## src/rtl/keypad_operand_multiplier.sv

```systemverilog
// Multiplies two signed 2-digit BCD keypad operands with a sequential shift-add engine.
// Defining MULT_BCD_OUT_EN adds a double-dabble stage that drives product_bcd.
module keypad_operand_multiplier #(
   parameter int unsigned ITER   = 7,
   parameter int unsigned PROD_W = 16
) (
   input  logic              clk,
   input  logic              rst,
   input  logic              start,
   input  logic [7:0]        a_bcd,
   input  logic [7:0]        b_bcd,
   input  logic              a_neg,
   input  logic              b_neg,
   output logic              busy,
   output logic              done,
   output logic              err,
   output logic [PROD_W-1:0] product,
   output logic [15:0]       product_bcd
);

   localparam int unsigned MAG_W = 2 * ITER;

`ifdef MULT_BCD_OUT_EN
   typedef enum logic [2:0] {S_IDLE, S_CONVERT, S_MULT, S_SIGN, S_BCD} state_t;
   localparam int unsigned DD_W = 16 + MAG_W;
   logic [DD_W-1:0] dd_q, dd_d, dd_adj;
   logic [15:0]     bcd_q, bcd_d;
`else
   typedef enum logic [1:0] {S_IDLE, S_CONVERT, S_MULT, S_SIGN} state_t;
`endif

   state_t            state_q, state_d;
   logic [7:0]        a_q, a_d, b_q, b_d;
   logic              sign_q, sign_d;
   logic [MAG_W-1:0]  mcand_q, mcand_d, acc_q, acc_d;
   logic [ITER-1:0]   mplier_q, mplier_d;
   logic [3:0]        cnt_q, cnt_d;
   logic              busy_q, busy_d, done_q, done_d, err_q, err_d;
   logic [PROD_W-1:0] prod_q, prod_d, mag_ext;
   logic [ITER-1:0]   a_bin, b_bin;
   logic              bad_nibble;

   assign bad_nibble = (a_q[3:0] > 4'd9) || (a_q[7:4] > 4'd9) ||
                       (b_q[3:0] > 4'd9) || (b_q[7:4] > 4'd9);
   // Low nibble is the tens digit (first key pressed).
   assign a_bin   = ITER'(a_q[3:0]) * ITER'(10) + ITER'(a_q[7:4]);
   assign b_bin   = ITER'(b_q[3:0]) * ITER'(10) + ITER'(b_q[7:4]);
   assign mag_ext = PROD_W'(acc_q);

`ifdef MULT_BCD_OUT_EN
   always_comb begin
      dd_adj = dd_q;
      for (int unsigned i = 0; i < 4; i++) begin
         if (dd_adj[MAG_W+4*i +: 4] >= 4'd5)
            dd_adj[MAG_W+4*i +: 4] = dd_adj[MAG_W+4*i +: 4] + 4'd3;
      end
   end
`endif

   always_comb begin
      state_d  = state_q;
      a_d      = a_q;
      b_d      = b_q;
      sign_d   = sign_q;
      mcand_d  = mcand_q;
      mplier_d = mplier_q;
      acc_d    = acc_q;
      cnt_d    = cnt_q;
      busy_d   = busy_q;
      done_d   = 1'b0;
      err_d    = err_q;
      prod_d   = prod_q;
`ifdef MULT_BCD_OUT_EN
      dd_d     = dd_q;
      bcd_d    = bcd_q;
`endif
      case (state_q)
         S_IDLE: begin
            if (start) begin
               a_d     = a_bcd;
               b_d     = b_bcd;
               sign_d  = a_neg ^ b_neg;
               busy_d  = 1'b1;
               err_d   = 1'b0;
               state_d = S_CONVERT;
            end
         end
         S_CONVERT: begin
            if (bad_nibble) begin
               err_d   = 1'b1;
               prod_d  = '0;
               done_d  = 1'b1;
               busy_d  = 1'b0;
`ifdef MULT_BCD_OUT_EN
               bcd_d   = '0;
`endif
               state_d = S_IDLE;
            end else begin
               mcand_d  = MAG_W'(a_bin);
               mplier_d = b_bin;
               acc_d    = '0;
               cnt_d    = '0;
               state_d  = S_MULT;
            end
         end
         S_MULT: begin
            if (mplier_q[0])
               acc_d = acc_q + mcand_q;
            mcand_d  = mcand_q << 1;
            mplier_d = mplier_q >> 1;
            cnt_d    = cnt_q + 4'd1;
            if (cnt_q == 4'(ITER - 1))
               state_d = S_SIGN;
         end
         S_SIGN: begin
            // Negating a zero magnitude is still zero, so no special case is needed.
            prod_d = sign_q ? -mag_ext : mag_ext;
`ifdef MULT_BCD_OUT_EN
            dd_d    = DD_W'(acc_q);
            cnt_d   = '0;
            state_d = S_BCD;
`else
            done_d  = 1'b1;
            busy_d  = 1'b0;
            state_d = S_IDLE;
`endif
         end
`ifdef MULT_BCD_OUT_EN
         S_BCD: begin
            dd_d  = dd_adj << 1;
            cnt_d = cnt_q + 4'd1;
            if (cnt_q == 4'(MAG_W - 1)) begin
               bcd_d   = dd_d[DD_W-1 -: 16];
               done_d  = 1'b1;
               busy_d  = 1'b0;
               state_d = S_IDLE;
            end
         end
`endif
         default: state_d = S_IDLE;
      endcase
   end

   always_ff @(posedge clk or posedge rst) begin
      if (rst) begin
         state_q  <= S_IDLE;
         a_q      <= '0;
         b_q      <= '0;
         sign_q   <= 1'b0;
         mcand_q  <= '0;
         mplier_q <= '0;
         acc_q    <= '0;
         cnt_q    <= '0;
         busy_q   <= 1'b0;
         done_q   <= 1'b0;
         err_q    <= 1'b0;
         prod_q   <= '0;
`ifdef MULT_BCD_OUT_EN
         dd_q     <= '0;
         bcd_q    <= '0;
`endif
      end else begin
         state_q  <= state_d;
         a_q      <= a_d;
         b_q      <= b_d;
         sign_q   <= sign_d;
         mcand_q  <= mcand_d;
         mplier_q <= mplier_d;
         acc_q    <= acc_d;
         cnt_q    <= cnt_d;
         busy_q   <= busy_d;
         done_q   <= done_d;
         err_q    <= err_d;
         prod_q   <= prod_d;
`ifdef MULT_BCD_OUT_EN
         dd_q     <= dd_d;
         bcd_q    <= bcd_d;
`endif
      end
   end

   assign busy    = busy_q;
   assign done    = done_q;
   assign err     = err_q;
   assign product = prod_q;
`ifdef MULT_BCD_OUT_EN
   assign product_bcd = bcd_q;
`else
   assign product_bcd = '0;
`endif

endmodule

```

## config.mk

```make
export PLATFORM = sky130hd
export DESIGN_NAME = keypad_operand_multiplier
export DESIGN_NICKNAME = d
export VERILOG_FILES = /design/src/rtl/keypad_operand_multiplier.sv
export SDC_FILE = /design/constraint.sdc
export NUM_CORES = 1
export LEC_CHECK = 0
export ABC_AREA = 1
export CORE_ASPECT_RATIO = 1.4
export CORE_MARGIN = 10
export CORE_UTILIZATION = 25
export DETAILED_ROUTE_END_ITERATION = 7
export RECOVER_POWER = 25
export SYNTH_ARGS = -nofsm -noshare
export SYNTH_HDL_FRONTEND = slang
export SYNTH_SLANG_ARGS = --single-unit
```

## constraint.sdc

```tcl
create_clock -name clk -period 5.45 [get_ports clk]
set_clock_uncertainty 0.05 [all_clocks]
set_input_delay 1.09 -clock clk [delete_from_list [all_inputs] [get_ports clk]]
set_output_delay 1.09 -clock clk [all_outputs]
set_load 0.02 [all_outputs]
```

======== After elaboration in Yosys (flattened, before gate mapping) ========
Cells that the tools add are included.
storage, ports and cells
  bits in registers ....................... 77
cells by class
  $lt $le $gt $ge ......................... 4
  bitwise gates (word level) .............. 1
  muxes and demuxes ....................... 24
  multiply operators ...................... 2
  add/subtract/negate cells ............... 5
  eq/ne operators ......................... 9
  reductions and logical operators ........ 15
operators by type and width
  cell                                                                 number
  14-bit case mux with 2 select lines                                  2
  14-bit 2-to-1 mux                                                    3
  16-bit 2-to-1 mux                                                    2
  16-bit case mux with 2 select lines                                  1
  4-bit greater-than comparator (second input constant)                4
  14-bit negation with 16-bit output                                   1
  14-bit adder                                                         1
  7-bit by 4-bit adder with 7-bit output                               2
  7-bit case mux with 2 select lines                                   1
  4-bit by 3-bit multiplier with 6-bit output (second input constant)  2
  2-bit inequality test (second input constant)                        5
  3-bit AND reduction                                                  3
  2-bit case mux with 4 select lines                                   1
  4-bit case mux with 2 select lines                                   1
  2-bit AND reduction                                                  4
  7-bit 2-to-1 mux                                                     1
  2-bit 2-to-1 mux                                                     3
  2-bit nonzero test                                                   3
  1-bit 2-to-1 mux                                                     5
  4-bit by 1-bit adder with 4-bit output (second input constant)       1
  2-bit == test (second input constant)                                2
  4-bit by 3-bit == test with 1-bit output (second input constant)     1
  4-bit 2-to-1 mux                                                     1
  1-bit case mux with 2 select lines                                   2
  6 further kinds                                                      8

======== Depth between registers and ports, before layout ========
Gate-level depths: netlist (run 1).
  word-level depth ........................ 6
  mapped depth ............................ 11
  depth with buffers taken out ............ 11

======== Least setup slack after synthesis (run 1) ========
OpenSTA, ideal clock, no wires.
  path kind ............................... flip-flop to flip-flop
  start point ............................. register a_q[1]
  end point ............................... register mcand_q[6]
  period minus slack after synthesis ...... 1993 ps
  stages on the path, launching flop included .. 9
  path slack .............................. 3457 ps
  data arrival time ....................... 1875 ps
  library setup time ...................... 68 ps
  path through ............................ dfrtp_1 > ha_1 > ha_1 > fa_1 > nand2_1 > a21oi_1 > xor2_1 > nand2_1 > nand3_1
between the ends
  cells in the longest elaborated chain, start to end .. 6
ends and longest elaborated chain
  element                                                                                         line  source
  from (decl)                                                                                     33    logic [7:0] a_q, a_d, b_q, b_d;
  from (signal assigned)                                                                          147   a_q <= '0;
  from (signal assigned)                                                                          164   a_q <= a_d;
  parallel branches: the longest is 6 deep, another holds 7-bit by 4-bit adder with 7-bit output  -
  to (signal assigned)                                                                            167   mcand_q <= mcand_d;
  to (decl)                                                                                       35    logic [MAG_W-1:0] mcand_q, mcand_d, acc_q, acc_d;
Parallel ways; which one is timed is not known. The select of a mux whose other input is x is not followed.
A chain may end at the register's enable or synchronous reset.

==> results of run 1 <==
==> power groups by stage <==
stage,logic [mW],registers [mW],clock network [mW]
after detailed placement,1.52,1.04,0
final,1.50,1.02,0.615
after global placement,1.50,1.04,0
after CTS,1.54,1.03,0.632
after floorplan,1.11,1.04,0
after global routing,1.73,1.07,0.657
==> layer usage <==
metal	vias to the layer above	part of all wire [%]	GRT usage [%]	wire length, um
met3	15	4.1	1.99	435
li1	2019	-	-	-
met2	60	50	15.6	5390
met5	-	0	0	0
met1	1740	43	10.4	4640
met4	0	2.1	4.19	224
==> sequential cells by signal, summed over array words and instances (netlist names), named ones only <==
register / count
mplier_q: 7
sign_q: 1
mcand_q: 14
b_q: 8
cnt_q: 4
err: 1
a_q: 8
busy: 1
state_q: 1
done: 1
product: 16
acc_q: 14
==> placed cells by master (no fill, tap or decap), drive strengths merged <==
cell / count
clkdlybuf4s50: 39
xor2: 6
nor3: 6
a31oi: 1
ha: 28
conb: 16
o31ai: 3
nand4: 4
clkinv: 4
and2: 2
nor3b: 1
dfrtp: 77
a21oi: 24
nand3b: 3
clkbuf: 10
a22o: 1
fa: 5
nor2: 31
or2: 4
inv: 66
buf: 2
nand2: 232
bufinv: 1
clkinvlp: 3
o21ai: 46
nand3: 41
o22ai: 2
xnor2: 4
==> how the worst min path moves through the flow <==
stage,startpoint,endpoint,slack [ns],depth (start not counted)
5_1_grt,product[5],product[5],0.45,2
3_5_place_dp,product[1],product[1],0.41,2
4_1_cts,product[1],product[1],0.43,2
6_report,product[7],product[7],0.43,2
2_1_floorplan,a_q[4],a_q[4],0.40,2
3_3_place_gp,product[1],product[1],0.41,2
==> cell families (layout without fill, tap and decap cells) <==
| logic type | count (synthesis) | in the layout | synth area share, % |
|---|---|---|---|
| AO/OA/AOI/OAI | 77 | 77 | 8.59 |
| other | 1 | 16 | 0.0804 |
| adder cells (fa/ha/maj) | 33 | 33 | 9.66 |
| flip-flops | 77 | 77 | 41.3 |
| buffers and inverters | 96 | 125 | 9.61 |
| XOR/XNOR | 10 | 10 | 1.88 |
| AND/OR/NAND/NOR | 324 | 324 | 28.9 |
==> worst register-to-register path, cell delays in order (launching register included) <==
cell and delay, ns:
dfrtp_1 0.44, o21ai_0 0.22, and2_0 0.19, nand3_1 0.23, nand2_1 0.34, inv_1 0.34, nand2_1 0.13, o21ai_0 0.08
==> cell type report <==
class | instances | area [um2] | share of cell area [%]
Clock buffer | 10 | 239 | 4.32
Clock inverter | 6 | 71.3 | 1.29
Inverter | 68 | 256 | 4.64
Multi-Input combinational cell | 460 | 2330 | 42.1
Sequential cell | 77 | 1930 | 34.8
Tap cell | 244 | 305 | 5.52
Timing Repair Buffer | 41 | 405 | 7.33
==> results.txt, run 1 <==
Status = complete, but fails checks
Failing checks = capacitance limit, slew limit
Final setup vio count = 0
Finished Layout Cells = 906
Clk slew on worst S/H paths = 0.06 ns
Achievable frequency = 338 MHz
EDFF count, synth = 0
Core footprint = 18,500 um2
Synth area leader = dfrtp_1
Syn Std Cell Area = 4660 um2
Worst setup endpoint = acc_q[7]
Crit Path Max Fanout = 55
CP Capture Type = asynchronous set/reset pin
Yosys cell types = 34
GR Util All Layers = 9.07%
DRC viols = 0
Endpoints failing hold = 0
Internal power = 1.76 mW
Top-count cell post-synth = nand2_1
Drt wl/cell = 11.8 um
Register bit total from synthesis = 77
Vias = 3,834
Port Buffer Count = 39
Critical R2R Launch = b_q[1]
Share of power burned in registers = 32.6%
P_sw = 1.37 mW
CTS H-tree depth = 3
Placed insts = 890
Row cnt = 59
Post-synth ARST share = 100%
HPWL Detailed = 8350 um
CTS tree = yes
Via-per-instance ratio = 4.23
CP Class = in2async
Logic pwr share = 47.8%
Worst R2R End = cnt_q[1]
Crit path max-delay family = buffers and inverters
Crit path DAT = 3.40 ns
CTS root buf = clkbuf_16
Diode count = 0
Leak = 2.83 nW
Total power = 3.14 mW
Iteration count of the initial detailed-routing pass = 4
Post-place setup slack = 2.29 ns
Bufs and invs on worst path = 3
Post-CTS Setup Inserts = 0
Final instance area = 5530 um2
Final net count = 711
Most frequent cells after synthesis = nand2_1 (229), dfrtp_1 (77), inv_1 (63), o21ai_0 (41), nand3_1 (40)
PD cells = 567 nW/um2
Post-synthesis sequential area ratio = 41.3%
Antenna viol nets, final = 0
CTS Buf Count = 9
Fin. max-slew vios = 56
Area delta synth->final = 18.6%
Stages on worst setup path = 3
Worst hold slack = 0.428 ns
CP Launch Point = rst
RSZ-0062 raised after global routing = no
Die ar. = 24,600 um2
First-pass GRT wire length = 18,300 um
Startpoint types = input port
GP Congestion = 0.871
Mapped Cells = 618
VDD IR-drop max = 0.000165 V
Max Root-Sink Buffers = 2
Initial antenna violation count = 0
Area contributors post-synth = dfrtp_1 (41%), nand2_1 (18%), ha_1 (7.5%)
Overall die width = 135 um
Starting Density = 25.3%
Chip height = 182 um
Post-CTS Hold Buffers = 0
Rel. slew slack = -62.0%
Reg-to-reg slack, setup = 3.29 ns
Post-Route Setup TNS = 0 ns
Global route overflow = 0
Dpl cell area = 5240 um2
Slowest cell on crit path = clkinvlp_2
Fraction of layout cells with a size suffix above 1 = 4.08%
Worst Slack Setup Final = 2.49 ns
Ys flop type = dfrtp_1
Finished Core Util = 30.0%
Max incr delay on CP = 1.37 ns
Io pins = 56
Largest net degree at the start of global routing = 56
Tcrit/Tclk final = 54.3%
Number of synthesis warnings = 0
Clock share of power = 19.6%
Tmin final = 2.96 ns
HP Class = reg2reg
Switching share of power = 43.8%
Vias in the first global route = 3,925
Cells along the critical path = clkdlybuf4s50_1 -> clkinvlp_2 -> buf_4
Skew-Pair Late Insertion Delay = 0.33 ns
# Max-Cap Violations = 1
# clock sinks = 77
R2R cell count = 7
Post_cts resized = 0
Iteration-0 DRC Markers = 178
WL final = 10,700 um
Worst Path Required = 5.89 ns
Synth Area per Inst = 7.54 um2
Slew @ Worst Pin = 2.42 ns
Top cell type's share of synthesized area = 41.3%
Fill count = 2,011
No activity file was read; power rests on OpenSTA's default activity.
==> inputs of run 2 (changes only) <==
==> constraint.sdc (replaced) <==
create_clock -name clk -period 3.1 [get_ports clk]
set_clock_uncertainty 0.05 [all_clocks]
set_input_delay 0.62 -clock clk [delete_from_list [all_inputs] [get_ports clk]]
set_output_delay 0.62 -clock clk [all_outputs]
set_load 0.02 [all_outputs]
==> run 2 against run 1 <==
  * The run still ends with capacitance limit, slew limit left
  * Hold slack got worse by 0.0048 ns
  * Clock power rose by 77%
  * Die area did not move
  * Count of clock-buffer cells in the layout fell by 1
  * Core utilization rose by 0.23 points
  * Power rose by 78%
  * Critical endpoint is now mcand_q[6]
==> results.txt, run 2 (synthesized netlist as in run 1, its figures left out) <==
Status = complete, but fails checks
Failing checks = capacitance limit, slew limit
Fill count = 2,003 (-0.40%)
Vias in the first global route = 3,988 (+1.6%)
Hold Startpoint = product[1]
GP Congestion = 0.854 (-1.9%)
Worst Slack Setup Final = 0.990 ns (-1.50 ns)
Post_cts resized = 0 (unchanged)
Row cnt = 59 (unchanged)
Final setup vio count = 0 (unchanged)
CTS tree = yes
Dpl cell area = 5270 um2 (+0.53%)
Global route overflow = 0 (unchanged)
Worst R2R End = mcand_q[6]
Met3 WL post-DR = 429 um (-1.4%)
Port Buffer Count = 39 (unchanged)
Antenna viol nets, final = 0 (unchanged)
Overall die width = 135 um (unchanged)
HPWL Detailed = 8520 um (+2.0%)
Largest net degree at the start of global routing = 34 (-39%)
DRC viols = 0 (unchanged)
Clk slew on worst S/H paths = 0.06 ns (about the same)
Post-CTS Hold Buffers = 0 (unchanged)
Post-CTS Setup Inserts = 0 (unchanged)
Most common cell after layout, fill and taps aside = nand2_1
Hold EP = product[1]
Chip height = 182 um (unchanged)
Final net count = 713 (+0.28%)
Via-per-instance ratio = 4.27 (+0.95%)
Crit path DAT = 2.33 ns (-1.07 ns)
Starting Density = 25.3% (unchanged)
Max Root-Sink Buffers = 2 (unchanged)
Critical R2R Launch = a_q[1]
WL final = 10,900 um (+1.8%)
Hold depth = 2 (unchanged)
Worst Path Required = 3.32 ns (-2.57 ns)
Reg-to-reg slack, setup = 0.99 ns (-2.30 ns)
PD cells = 1000 nW/um2 (+77%)
# Max-Cap Violations = 1 (unchanged)
Core footprint = 18,500 um2 (unchanged)
Tcrit/Tclk final = 68.1%
Crit Path Max Fanout = 5 (-91%)
Io pins = 56 (unchanged)
CP Capture Type = flip-flop
Leak = 2.84 nW (+0.47%)
Wire length on met2 = 5460 um (+1.3%)
Vias = 3,879 (+1.2%)
First-pass GRT wire length = 18,500 um (+1.0%)
Fraction of layout cells with a size suffix above 1 = 5.12% (+1.0 points)
# clock sinks = 77 (unchanged)
Iteration count of the initial detailed-routing pass = 5 (+1)
RSZ-0062 raised after global routing = no
VDD IR-drop max = 0.000298 V (+80%)
Achievable frequency = 474 MHz
Rel. slew slack = -2.47% (+59 points)
HP Class = reg2reg
Max reg flops = 16 (unchanged)
Tmin final = 2.11 ns
Startpoint types = flip-flop
Most frequent cells in the layout = nand2_1 (229), dfrtp_1 (77), inv_1 (62)
CTS Buf Count = 9 (unchanged)
Slowest cell on crit path = fa_1
Area delta synth->final = 19.5%
Max Used Layer = met4
Diode count = 0 (unchanged)
CTS H-tree depth = 3 (unchanged)
Slew @ Worst Pin = 1.53 ns (-0.887 ns)
R2R cell count = 8 (+1)
Post-place setup slack = 0.853 ns (-1.43 ns)
Die ar. = 24,600 um2 (unchanged)
CTS root buf = clkbuf_16
Initial antenna violation count = 0 (unchanged)
Endpoints failing hold = 0 (unchanged)
GR Util All Layers = 9.14% (+0.071 points)
Worst hold slack = 0.423 ns (-0.00484 ns)
Cells along the critical path = ha_1 -> ha_1 -> fa_1 -> nand2_1 -> a21oi_1 -> xor2_1 -> nand2_1 -> nand3_1
Skew-Pair Late Insertion Delay = 0.34 ns (about the same)
Final instance area = 5570 um2 (+0.77%)
Drt wl/cell = 12.0 um (+1.5%)
Iteration-0 DRC Markers = 148 (-17%)
Post-Route Setup TNS = 0 ns (unchanged)
CP Class = reg2reg
Fin. max-slew vios = 33 (-41%)
Met1 WL = 4660 um (+0.56%)
Max incr delay on CP = 0.51 ns (-0.86 ns)
## run 2: layer usage
metal  global-route usage, %  up-vias
li1                        -     2015
met1                    9.97     1773
met2                    16.3       73
met3                    1.96       18
met4                    4.40        0
met5                       0        -
## run 2: worst max-delay path: cells and delay by family, from the launching register on
| kind | cells | cell delay [ns] |
|---|---|---|
| compound gates | 1 | 0.15 |
| xor+xnor | 1 | 0.16 |
| fa+ha+maj | 3 | 1.04 |
| flops | 1 | 0.44 |
| simple gates | 3 | 0.20 |
## run 2: cell type report
cell class                      count  area [um2]  share of cell area (%)
Timing Repair Buffer               43         433                    7.77
Clock inverter                      7        82.6                    1.48
Multi-Input combinational cell    460        2340                    42.1
Clock buffer                        9         225                    4.04
Inverter                           68         256                    4.60
Sequential cell                    77        1930                    34.6
Tap cell                          244         305                    5.48
## run 2: worst max-delay path by stage
stage,from,end,slack [ns],depth (start not counted)
after global placement,start,busy,0.90,6
final,a_q[1],mcand_q[6],0.99,8
after global routing,a_q[1],mcand_q[6],0.85,8
after CTS,a_q[1],mcand_q[6],0.96,8
after floorplan,rst,asynchronous set/reset pin,0.46,1
after detailed placement,start,busy,0.85,6
## run 2: per-stage QoR
step                power [mW]  std cells  util (%)
finish                    5.58        908      30.2
global route              6.14        908      30.2
CTS                       5.65        908      30.2
detailed placement        4.53        892      28.5
global placement          4.48        892      28.5
floorplan                 3.77        633         -
## run 2: where the power goes
group	leakage, nW	internal [mW]	switching (mW)
clock	0.145	0.636	0.455
sequential	1.01	1.41	0.394
combinational	1.69	1.06	1.63
==> inputs of run 3 (changes only) <==
==> constraint.sdc (replaced) <==
create_clock -name clk -period 2.15 [get_ports clk]
set_clock_uncertainty 0.05 [all_clocks]
set_input_delay 0.43 -clock clk [delete_from_list [all_inputs] [get_ports clk]]
set_output_delay 0.43 -clock clk [all_outputs]
set_load 0.02 [all_outputs]
==> run 3 against run 2 <==
  * The run now ends clean
  * Non-clock buffer count up 6
  * Flip-flop and latch count unchanged
  * Sequential share of layout area down 0.41 points
  * Combinational power up 50%
  * Sequential power up 40%
  * Largest cell class unchanged
  * Highest routed layer unchanged
==> results.txt, run 3 (synthesized netlist as in run 1, its figures left out) <==
Vias = 3,907 (+0.72%)
Multi-input logic area = 2350 um2 (+0.27%)
Sequential cell area = 1930 um2 (unchanged)
Area delta synth->final = 21.0%
Most frequent cells in the layout = nand2_1 (229), dfrtp_1 (77), inv_1 (62)
Vias in the first global route = 3,946 (-1.1%)
Die ar. = 24,600 um2 (unchanged)
Global route overflow = 0 (unchanged)
Post-CTS Hold Buffers = 0 (unchanged)
CTS root buf = clkbuf_16
Crit Path Max Fanout = 3 (-2)
VDD IR-drop max = 0.000517 V (+73%)
GR Util All Layers = 9.36% (+0.22 points)
HPWL Detailed = 8500 um (-0.25%)
# Max-Cap Violations = 0 (-1)
Status = finished, final reports clean
Fraction of layout cells with a size suffix above 1 = 6.27% (+1.1 points)
Final net count = 719 (+0.84%)
Row cnt = 59 (unchanged)
CP Capture Type = flip-flop
Iteration-0 DRC Markers = 225 (+52%)
Iteration count of the initial detailed-routing pass = 4 (-1)
CTS tree = yes
Antenna viol nets, final = 0 (unchanged)
CTS Buf Count = 9 (unchanged)
Initial antenna violation count = 0 (unchanged)
Endpoints failing hold = 0 (unchanged)
Slew @ Worst Pin = 0.971 ns (-0.558 ns)
First-pass GRT wire length = 19,000 um (+2.6%)
WL final = 10,900 um (+0.22%)
Diode count = 0 (unchanged)
PD cells = 1460 nW/um2 (+46%)
Startpoint types = flip-flop
Dpl cell area = 5330 um2 (+1.2%)
Most common cell after layout, fill and taps aside = nand2_1
Placed insts = 897 (+0.56%)
Io pins = 56 (unchanged)
Worst Path Required = 2.38 ns (-0.94 ns)
CTS H-tree depth = 3 (unchanged)
Skew-Pair Late Insertion Delay = 0.34 ns (about the same)
GP Congestion = 0.859 (+0.55%)
DRC viols = 0 (unchanged)
Rel. slew slack = 34.9% (+37 points)
Starting Density = 25.3% (unchanged)
Post-Route Setup TNS = 0 ns (unchanged)
Achievable frequency = 492 MHz (+3.8%)
HP Class = reg2reg
Via-per-instance ratio = 4.27 (about the same)
Fill count = 2,034 (+1.5%)
Final setup vio count = 0 (unchanged)
Max Root-Sink Buffers = 2 (unchanged)
Finished Core Util = 30.6% (+0.36 points)
Drt wl/cell = 11.9 um (-0.44%)
Clk slew on worst S/H paths = 0.07 ns (about the same)
Max reg flops = 16 (unchanged)
Chip height = 182 um (unchanged)
# clock sinks = 77 (unchanged)
Tcrit/Tclk final = 94.5% (+26 points)
Fin. max-slew vios = 0 (-100%)
Largest net degree at the start of global routing = 23 (-32%)
Final instance area = 5640 um2 (+1.2%)
CP Class = reg2reg
Port Buffer Count = 39 (unchanged)
Tmin final = 2.03 ns (-0.0781 ns)
Leak = 2.88 nW (+1.4%)
Overall die width = 135 um (unchanged)
Crit path DAT = 2.26 ns (-0.07 ns)
Core footprint = 18,500 um2 (unchanged)
Finished Layout Cells = 914 (+0.66%)
## run 3: changes by cell type in the layout (fill, tap and decap cells not counted), sizes merged
cell / before / now
buf: 4 / 8
bufinv: 1 / 2
clkbuf: 9 / 11
clkinvlp: 3 / 2
## run 3: layer usage
| metal | global-route usage (%) | part of all wire (%) |
|---|---|---|
| met5 | 0 | 0 |
| met1 | 10.8 | 43 |
| met3 | 1.66 | 3.6 |
| met4 | 4.53 | 1.9 |
| met2 | 16.2 | 51 |
## run 3: final timing paths
kind / start / to / slack (ns) / depth (start not counted)
worst max-delay path: a_q[3] / mcand_q[6] / 0.12 / 8
worst min-delay path: product[1] / product[1] / 0.43 / 2
worst max register to register: a_q[3] / mcand_q[6] / 0.12 / 8
worst min register to register: product[1] / product[1] / 0.43 / 2
max in group asynchronous: rst / product[6] / 0.38 / 3
min in group asynchronous: rst / cnt_q[3] / 0.66 / 2
## run 3: repair_timing
| action | in CTS | in global routing |
|---|---|---|
| setup endpoints to repair | 0 | 1 |
| gates resized for setup | 0 | 2 |
| buffers inserted | 0 | 1 |
## run 3: final cells by class
type / instances / share of cell area, %
multi-input cells: 460 / 41.7
flip-flops and latches: 77 / 34.2
repair buffers: 49 / 8.39
well taps: 244 / 5.41
inverters: 68 / 4.55
clock buffers: 9 / 3.99
clock inverters: 7 / 1.82
## run 3: worst max-delay path, cell delays in order, from the launching register on
cell     delay [ns]
dfrtp_1        0.41
ha_1           0.29
ha_2           0.19
fa_1           0.55
nand2_1        0.08
a21oi_2        0.11
xor2_1         0.16
nand2_1        0.06
nand3_1        0.08
## run 3: report_power, final
group          leakage, nW  internal, mW  switching [mW]
Clock                0.157          1.03           0.660
Sequential            1.01          2.04           0.499
Combinational         1.71          1.59            2.42
## run 3: stage by stage
stage	hold slack, ns	worst slack (ns)	power [mW]
after CTS	0.436	0.0871	8.33
after floorplan	0.399	0.157	5.44
after global placement	0.408	0.132	6.53
final	0.429	0.118	8.24
after detailed placement	0.420	0.109	6.59
after global routing	0.459	-0.00192	9.09
